===== config.mk =====
export PLATFORM = sky130hd
export DESIGN_NAME = big_sm_ddr3_cmd
export DESIGN_NICKNAME = d
export VERILOG_FILES = /design/src/rtl/big_sm_ddr3_cmd.sv
export SDC_FILE = /design/constraint.sdc
export NUM_CORES = 1
export LEC_CHECK = 0
export ABC_AREA = 1
export CAP_MARGIN = 20
export CORE_UTILIZATION = 38
export CTS_BUF_LIST = sky130_fd_sc_hd__clkbuf_16
export DETAILED_ROUTE_END_ITERATION = 8
export HOLD_SLACK_MARGIN = 0.02
export PLACE_DENSITY_LB_ADDON = 0.25
export SLEW_MARGIN = 20
export SYNTH_ARGS = -nofsm -noshare
export SYNTH_HDL_FRONTEND = slang
export SYNTH_SLANG_ARGS = --single-unit

===== constraint.sdc =====
create_clock -name CLK -period 1.4 [get_ports CLK]
set_input_delay 0.21 -clock CLK [delete_from_list [all_inputs] [get_ports CLK]]
set_output_delay 0.21 -clock CLK [all_outputs]
set_load 0.1 [all_outputs]

===== src/rtl/big_sm_ddr3_cmd.sv =====
`default_nettype none
// ============================================================================
//  Module  : big_sm_ddr3_cmd
//  Brief   : DDR3 command sequencer FSM (init, ZQ, MRS, ACT/RD/WR/PRE/REF, PD/SR).
//            Optional debug port State_out enabled by BIGSM_STATE_PORT_EN.
//  Revision: 1.0 - initial release
// ============================================================================
module big_sm_ddr3_cmd #(
   parameter int T_RFC = 8,
   parameter int T_RCD = 2,
   parameter int BL    = 4,
   parameter int T_CL  = 3
) (
   input  logic        CLK,
   input  logic        RESET,
   input  logic        ZQCL,
   input  logic        MRS,
   input  logic        REF,
   input  logic        SRE,
   input  logic        SRX,
   input  logic        PDE,
   input  logic        PDX,
   input  logic        CKE,
   input  logic        ACT,
   input  logic        PRE,
   input  logic        READ,
   input  logic        WRITE,
   input  logic        READ_AP,
   input  logic        WRITE_AP,
   input  logic [2:0]  BA_in,
   input  logic [14:0] Addr_Row,
   input  logic [9:0]  Addr_Column,
   input  logic        Addr_Column_11,
   input  logic        A_10,
   input  logic        A_12,
   input  logic [15:0] DQ_in,
   output logic        CS,
   output logic        RAS,
   output logic        CAS,
   output logic        WE,
   output logic [14:0] Addr_out,
   output logic [2:0]  BA_out,
   output logic        LDM,
   output logic        UDM,
   output logic [15:0] DQ_out,
   output logic        LDQS,
   output logic        UDQS
`ifdef BIGSM_STATE_PORT_EN
   ,
   output logic [4:0]  State_out
`endif
);

   typedef enum logic [4:0] {
      S_POWER_UP       = 5'd0,
      S_RESET_PROC     = 5'd1,
      S_INIT           = 5'd2,
      S_ZQ_CAL         = 5'd3,
      S_IDLE           = 5'd4,
      S_WRITE_LEVELING = 5'd5,
      S_REFRESHING     = 5'd6,
      S_SELF_REFRESH   = 5'd7,
      S_PRE_PD         = 5'd8,
      S_ACTIVATING     = 5'd9,
      S_BANK_ACTIVE    = 5'd10,
      S_WRITING        = 5'd11,
      S_READING        = 5'd12,
      S_WRITING_AP     = 5'd13,
      S_READING_AP     = 5'd14,
      S_PRECHARGING    = 5'd15,
      S_ACT_PD         = 5'd16
   } state_t;

   localparam logic [3:0] C_MRS  = 4'b0000;
   localparam logic [3:0] C_REF  = 4'b0001;
   localparam logic [3:0] C_PRE  = 4'b0010;
   localparam logic [3:0] C_ACT  = 4'b0011;
   localparam logic [3:0] C_WR   = 4'b0100;
   localparam logic [3:0] C_RD   = 4'b0101;
   localparam logic [3:0] C_ZQCL = 4'b0110;
   localparam logic [3:0] C_NOP  = 4'b0111;
   localparam logic [3:0] C_DES  = 4'b1111;

   // Last counter value of each timed state (counter is 0 in its first cycle)
   localparam logic [4:0] C_RFC_LAST = 5'(T_RFC - 1);
   localparam logic [4:0] C_RCD_LAST = 5'(T_RCD - 1);
   localparam logic [4:0] C_WR_LAST  = 5'(BL);
   localparam logic [4:0] C_RD_LAST  = 5'(T_CL + BL);

   state_t      r_state;
   state_t      w_state_nxt;
   logic [4:0]  r_cnt;
   logic [4:0]  w_cnt_nxt;
   logic [3:0]  w_cmd;
   logic [14:0] w_addr;
   logic [2:0]  w_ba;
   logic [15:0] w_dq;
   logic        w_dqs;
   logic [14:0] w_col_addr;
   logic [14:0] w_col_addr_ap;

   assign w_col_addr    = {2'b00, A_12, Addr_Column_11, A_10, Addr_Column};
   assign w_col_addr_ap = {2'b00, A_12, Addr_Column_11, 1'b1, Addr_Column};

   always_comb begin
      w_state_nxt = r_state;
      w_cnt_nxt   = (r_cnt == 5'h1F) ? r_cnt : r_cnt + 5'd1;
      w_cmd       = C_NOP;
      w_addr      = '0;
      w_ba        = '0;
      w_dq        = '0;
      w_dqs       = 1'b0;
      case (r_state)
         S_POWER_UP:   w_state_nxt = S_RESET_PROC;
         S_RESET_PROC: w_state_nxt = S_INIT;
         S_INIT: begin
            if (ZQCL) begin
               w_state_nxt = S_ZQ_CAL;
               w_cmd       = C_ZQCL;
               w_addr      = 15'h0400;
            end
         end
         S_ZQ_CAL: begin
            if (!ZQCL) w_state_nxt = S_IDLE;
         end
         S_IDLE: begin
            w_cnt_nxt = '0;
            if (MRS) begin
               w_state_nxt = S_WRITE_LEVELING;
               w_cmd       = C_MRS;
               w_addr      = Addr_Row;
               w_ba        = BA_in;
            end else if (REF) begin
               w_state_nxt = S_REFRESHING;
               w_cmd       = C_REF;
            end else if (SRE) begin
               w_state_nxt = S_SELF_REFRESH;
               w_cmd       = C_REF;
            end else if (PDE) begin
               w_state_nxt = S_PRE_PD;
               w_cmd       = C_DES;
            end else if (ACT) begin
               w_state_nxt = S_ACTIVATING;
               w_cmd       = C_ACT;
               w_addr      = Addr_Row;
               w_ba        = BA_in;
            end
         end
         S_WRITE_LEVELING: begin
            if (!MRS) w_state_nxt = S_IDLE;
         end
         S_REFRESHING: begin
            if (r_cnt == C_RFC_LAST) w_state_nxt = S_IDLE;
         end
         S_SELF_REFRESH: begin
            if (SRX || CKE) w_state_nxt = S_IDLE;
            else            w_cmd       = C_DES;
         end
         S_PRE_PD: begin
            if (PDX || CKE) w_state_nxt = S_IDLE;
            else            w_cmd       = C_DES;
         end
         S_ACTIVATING: begin
            if (r_cnt == C_RCD_LAST) w_state_nxt = S_BANK_ACTIVE;
         end
         S_BANK_ACTIVE: begin
            w_cnt_nxt = '0;
            w_ba      = BA_in;
            if (PRE) begin
               w_state_nxt = S_PRECHARGING;
               w_cmd       = C_PRE;
               w_addr      = {4'b0000, A_10, 10'b0};
            end else if (WRITE_AP) begin
               w_state_nxt = S_WRITING_AP;
               w_cmd       = C_WR;
               w_addr      = w_col_addr_ap;
            end else if (READ_AP) begin
               w_state_nxt = S_READING_AP;
               w_cmd       = C_RD;
               w_addr      = w_col_addr_ap;
            end else if (WRITE) begin
               w_state_nxt = S_WRITING;
               w_cmd       = C_WR;
               w_addr      = w_col_addr;
            end else if (READ) begin
               w_state_nxt = S_READING;
               w_cmd       = C_RD;
               w_addr      = w_col_addr;
            end else if (PDE) begin
               w_state_nxt = S_ACT_PD;
               w_cmd       = C_DES;
               w_ba        = '0;
            end else begin
               w_ba        = '0;
            end
         end
         S_WRITING, S_WRITING_AP: begin
            // Beat k is launched while the counter holds k; strobe starts high
            if (r_cnt < C_WR_LAST) begin
               w_dq  = DQ_in;
               w_dqs = ~r_cnt[0];
            end else begin
               w_state_nxt = (r_state == S_WRITING) ? S_BANK_ACTIVE : S_IDLE;
            end
         end
         S_READING, S_READING_AP: begin
            if (r_cnt == C_RD_LAST)
               w_state_nxt = (r_state == S_READING) ? S_BANK_ACTIVE : S_IDLE;
         end
         S_PRECHARGING: w_state_nxt = S_IDLE;
         S_ACT_PD: begin
            if (PDX || CKE) w_state_nxt = S_BANK_ACTIVE;
            else            w_cmd       = C_DES;
         end
         default: w_state_nxt = S_POWER_UP;
      endcase
   end

   always_ff @(posedge CLK or negedge RESET) begin
      if (!RESET) begin
         r_state  <= S_POWER_UP;
         r_cnt    <= '0;
         CS       <= 1'b1;
         RAS      <= 1'b1;
         CAS      <= 1'b1;
         WE       <= 1'b1;
         Addr_out <= '0;
         BA_out   <= '0;
         DQ_out   <= '0;
         LDQS     <= 1'b0;
         UDQS     <= 1'b0;
         LDM      <= 1'b0;
         UDM      <= 1'b0;
      end else begin
         r_state  <= w_state_nxt;
         r_cnt    <= w_cnt_nxt;
         {CS, RAS, CAS, WE} <= w_cmd;
         Addr_out <= w_addr;
         BA_out   <= w_ba;
         DQ_out   <= w_dq;
         LDQS     <= w_dqs;
         UDQS     <= w_dqs;
         LDM      <= 1'b0;
         UDM      <= 1'b0;
      end
   end

`ifdef BIGSM_STATE_PORT_EN
   assign State_out = r_state;
`endif

endmodule
`default_nettype wire


==> reports/metrics.yaml, run 1 <==
viasPerCell: 4.80
cts_buffer_depth: 2
num_vias: 2633
portBuffers: 102
max_stage_delay_ns: 0.44
hpwlAfterDp_mm: 5.69
design_area_um2: 4770
drt_iter0_markers: 78
worst-path-buf-inv: 3
crit_path_start_kind: "flop"
nNetsFinal: 538
die_x_um: 82.3
synth-seq-cells: 49
cts.clk_slew.worst_paths_ns: 0.07
crit_fanout: 4
netlist_area_um2: 2450
grt-ovfl-total: 0
finalWorstSetupSlack_ns: -0.110
antenna_left: 0
synth_top_cell_by_area: "dfrtp_1"
finalMaxSlewViolations: 0
p_leak_nw: 2.37
finClkSkew_ns: 0.0102
io_pins: 105
crit_path_frequent_cell: "nand2_1"
critPathCaptureType: "flop"
tritoncts.num_buffers: 5
area_delta_synth_final_pct: 94.6
drc_errors: 0
rsz0062_at_grt: "yes"
worst-endpoint-required_ns: 1.62
crit_chain: "buf_4 > nand2_1 > inv_1 > nand3_1 > nand2_1 > nand2_2 > nand3_2 > nor2_4 > buf_6 > nand3_1 > nand2_1"
nFillCells: 403
period_share_pct: 108
violations: "negative setup slack"
hold_viol_final: 0
worstPathArrival_ns: 1.73
grt_max_degree: 50
p_per_area_nw_per_um2: 1670
outcome: "complete, but fails checks"
crit_family: "simple AND/OR/NAND/NOR gates"
insertedDiodeCount: 0
ir_drop_mv: 1.63
finalCriticalPeriod_ns: 1.51
synthFlopType: "dfrtp_1"
first_pass_iters: 4
worstSetupPathType: "reg2reg"
setup_violations: 30
row_count: 28
post-place-ws_ns: -0.220
synthTopCellsByArea: "dfrtp_1 (46%), nand3_1 (9.6%), nand2_1 (9.5%), nor2_1 (8.0%), inv_1 (6.4%)"
cts_max_level: 2
antenna_found_initial: 0
yosysWarnings: 0
placed_area_um2: 4300
drt_wl_total_mm: 8.04
grt_pass1_wl_mm: 11.9
grt_pass1_vias: 2667
grt_usage_pct: 23.7
synthArstFlopShare_pct: 100
routedWlPerCell_um: 14.7
fp.dieH_um: 82.3
synth_top_area_share_pct: 45.9
die_area_um2: 6780
clock_sinks: 49
hold_path_class: "in2async"
cts_root_buffer: "clkbuf_16"
place.gp.congestion: 0.932
fmax_mhz: 662
avgSynthCellArea_um2: 7.86
yosysSeqAreaShare_pct: 50.2
synth-edff-count: 0
final_layout_size_suffix_gt1_share_pct: 36.8
cpMaxStageDelayCell: "dfrtp_2"
core_um2: 6060
insertion_delay_ns: 0.29
syn_inst: 312
cts_tree: "yes"
yosysUniqueCellTypes: 29
drv_cap: 0
initial_core_util_pct: 40.4
==> sequential cells by signal (all words and copies together) (netlist names) <==
name,count
BA_out,3
CS,1
r_state,5
WE,1
DQ_out,16
RAS,1
Addr_out,15
CAS,1
UDQS,1
r_cnt,5
==> worst min-delay path, stage by stage <==
cell	delay [ns]
dlygate4sd3_1	0.52
buf_2	0.12
buf_12	0.25
==> Yosys cell counts (4+ instances only) <==
cell	number
nand3_1	47
nor2_1	52
nand2_1	62
nor2_2	5
a21oi_1	5
o21ai_0	4
dfrtp_1	45
inv_1	42
nor3_1	5
buf_4	4
dfstp_2	4
inv_2	7
==> per-layer routing <==
metal	part of all wire, %	up-vias	global-route usage [%]
met5	0	-	0
met4	1.7	0	8.95
met3	4.9	12	4.18
met2	54	89	43.7
met1	39	1236	27.0
li1	-	1296	-
==> cells in the final DEF, fill, tap and decap left out, drive strengths merged, types with 2 or more instances in the layout <==
master / instances
conb: 2
nand3: 48
a21oi: 5
o211ai: 2
buf: 99
nor2: 60
xor2: 2
dfrtp: 45
nor3: 5
dfstp: 4
o221ai: 2
nand4: 3
inv: 50
o21ai: 5
nand2: 65
clkbuf: 5
clkdlybuf4s50: 61
ha: 3
==> power breakdown <==
part           total [mW]  switching, mW  internal (mW)
clock network        1.39          0.547          0.847
registers            2.10          0.366           1.73
logic                4.49           2.56           1.93
total                7.98           3.47           4.50
==> area by class of cell <==
| class | instances | area, um2 | share of cell area, % |
|---|---|---|---|
| clock inverters | 3 | 43.8 | 0.918 |
| well taps | 75 | 93.8 | 1.97 |
| repair buffers | 161 | 1930 | 40.5 |
| multi-input cells | 206 | 1150 | 24.2 |
| inverters | 49 | 184 | 3.86 |
| flip-flops and latches | 49 | 1240 | 25.9 |
| clock buffers | 5 | 125 | 2.62 |
==> cell families (layout without fill, tap and decap cells) <==
group           Yosys count  count (layout)  synth area share, %
xor+xnor                  2               2                0.715
other cells               1               2                0.153
simple gates            183             183                 33.3
buf+inv                  58             218                 9.95
compound gates           16              16                 4.13
fa+ha+maj                 3               3                 1.53
flops                    49              49                 50.2
==> path summary, 6_finish.rpt <==
check,start,end,slack (ns),depth (start not counted)
worst max-delay path,r_state[2],r_state[2],-0.11,11
worst min-delay path,RESET,r_state[0],0.43,3
worst max register to register,r_state[2],r_state[2],-0.11,11
worst min register to register,r_state[1],r_state[1],0.63,2
max in group asynchronous,RESET,CS,0.68,3
min in group CLK,DQ_in[12],DQ_out[12],0.44,3
==> timing repair <==
item                                   4_1_cts  5_1_grt
hold buffers                                 1        0
endpoints found under the hold margin       45        0
resized for setup                           22       37
setup endpoints to repair                   28       44
setup buffers                                7        5
pin swaps                                   12       18
==> stage by stage <==
stage                     hold WS (ns)  utilization (%)  TNS, ns  std cells  power, mW
after floorplan                -0.0856                -        0        313       4.17
after global routing             0.442             78.7    -4.73        548       8.38
after detailed placement         0.220             71.0    -3.26        527       5.93
after global placement           0.216             71.0    -2.13        527       5.87
after CTS                        0.432             75.9   -0.558        543       7.57
final                            0.432             78.7    -1.19        548       7.98
(Power assumes the default switching activity.)
==> run 2: changes to the inputs <==
--- a/config.mk
+++ b/config.mk
@@ -9,6 +9,7 @@
 export CAP_MARGIN = 20
 export CORE_UTILIZATION = 38
 export CTS_BUF_LIST = sky130_fd_sc_hd__clkbuf_16
+export CTS_CLUSTER_SIZE = 10
 export DETAILED_ROUTE_END_ITERATION = 8
 export HOLD_SLACK_MARGIN = 0.02
 export PLACE_DENSITY_LB_ADDON = 0.25
==> results of run 2 <==
Same layout as run 1: the final DEF is identical, and so are final timing and power.
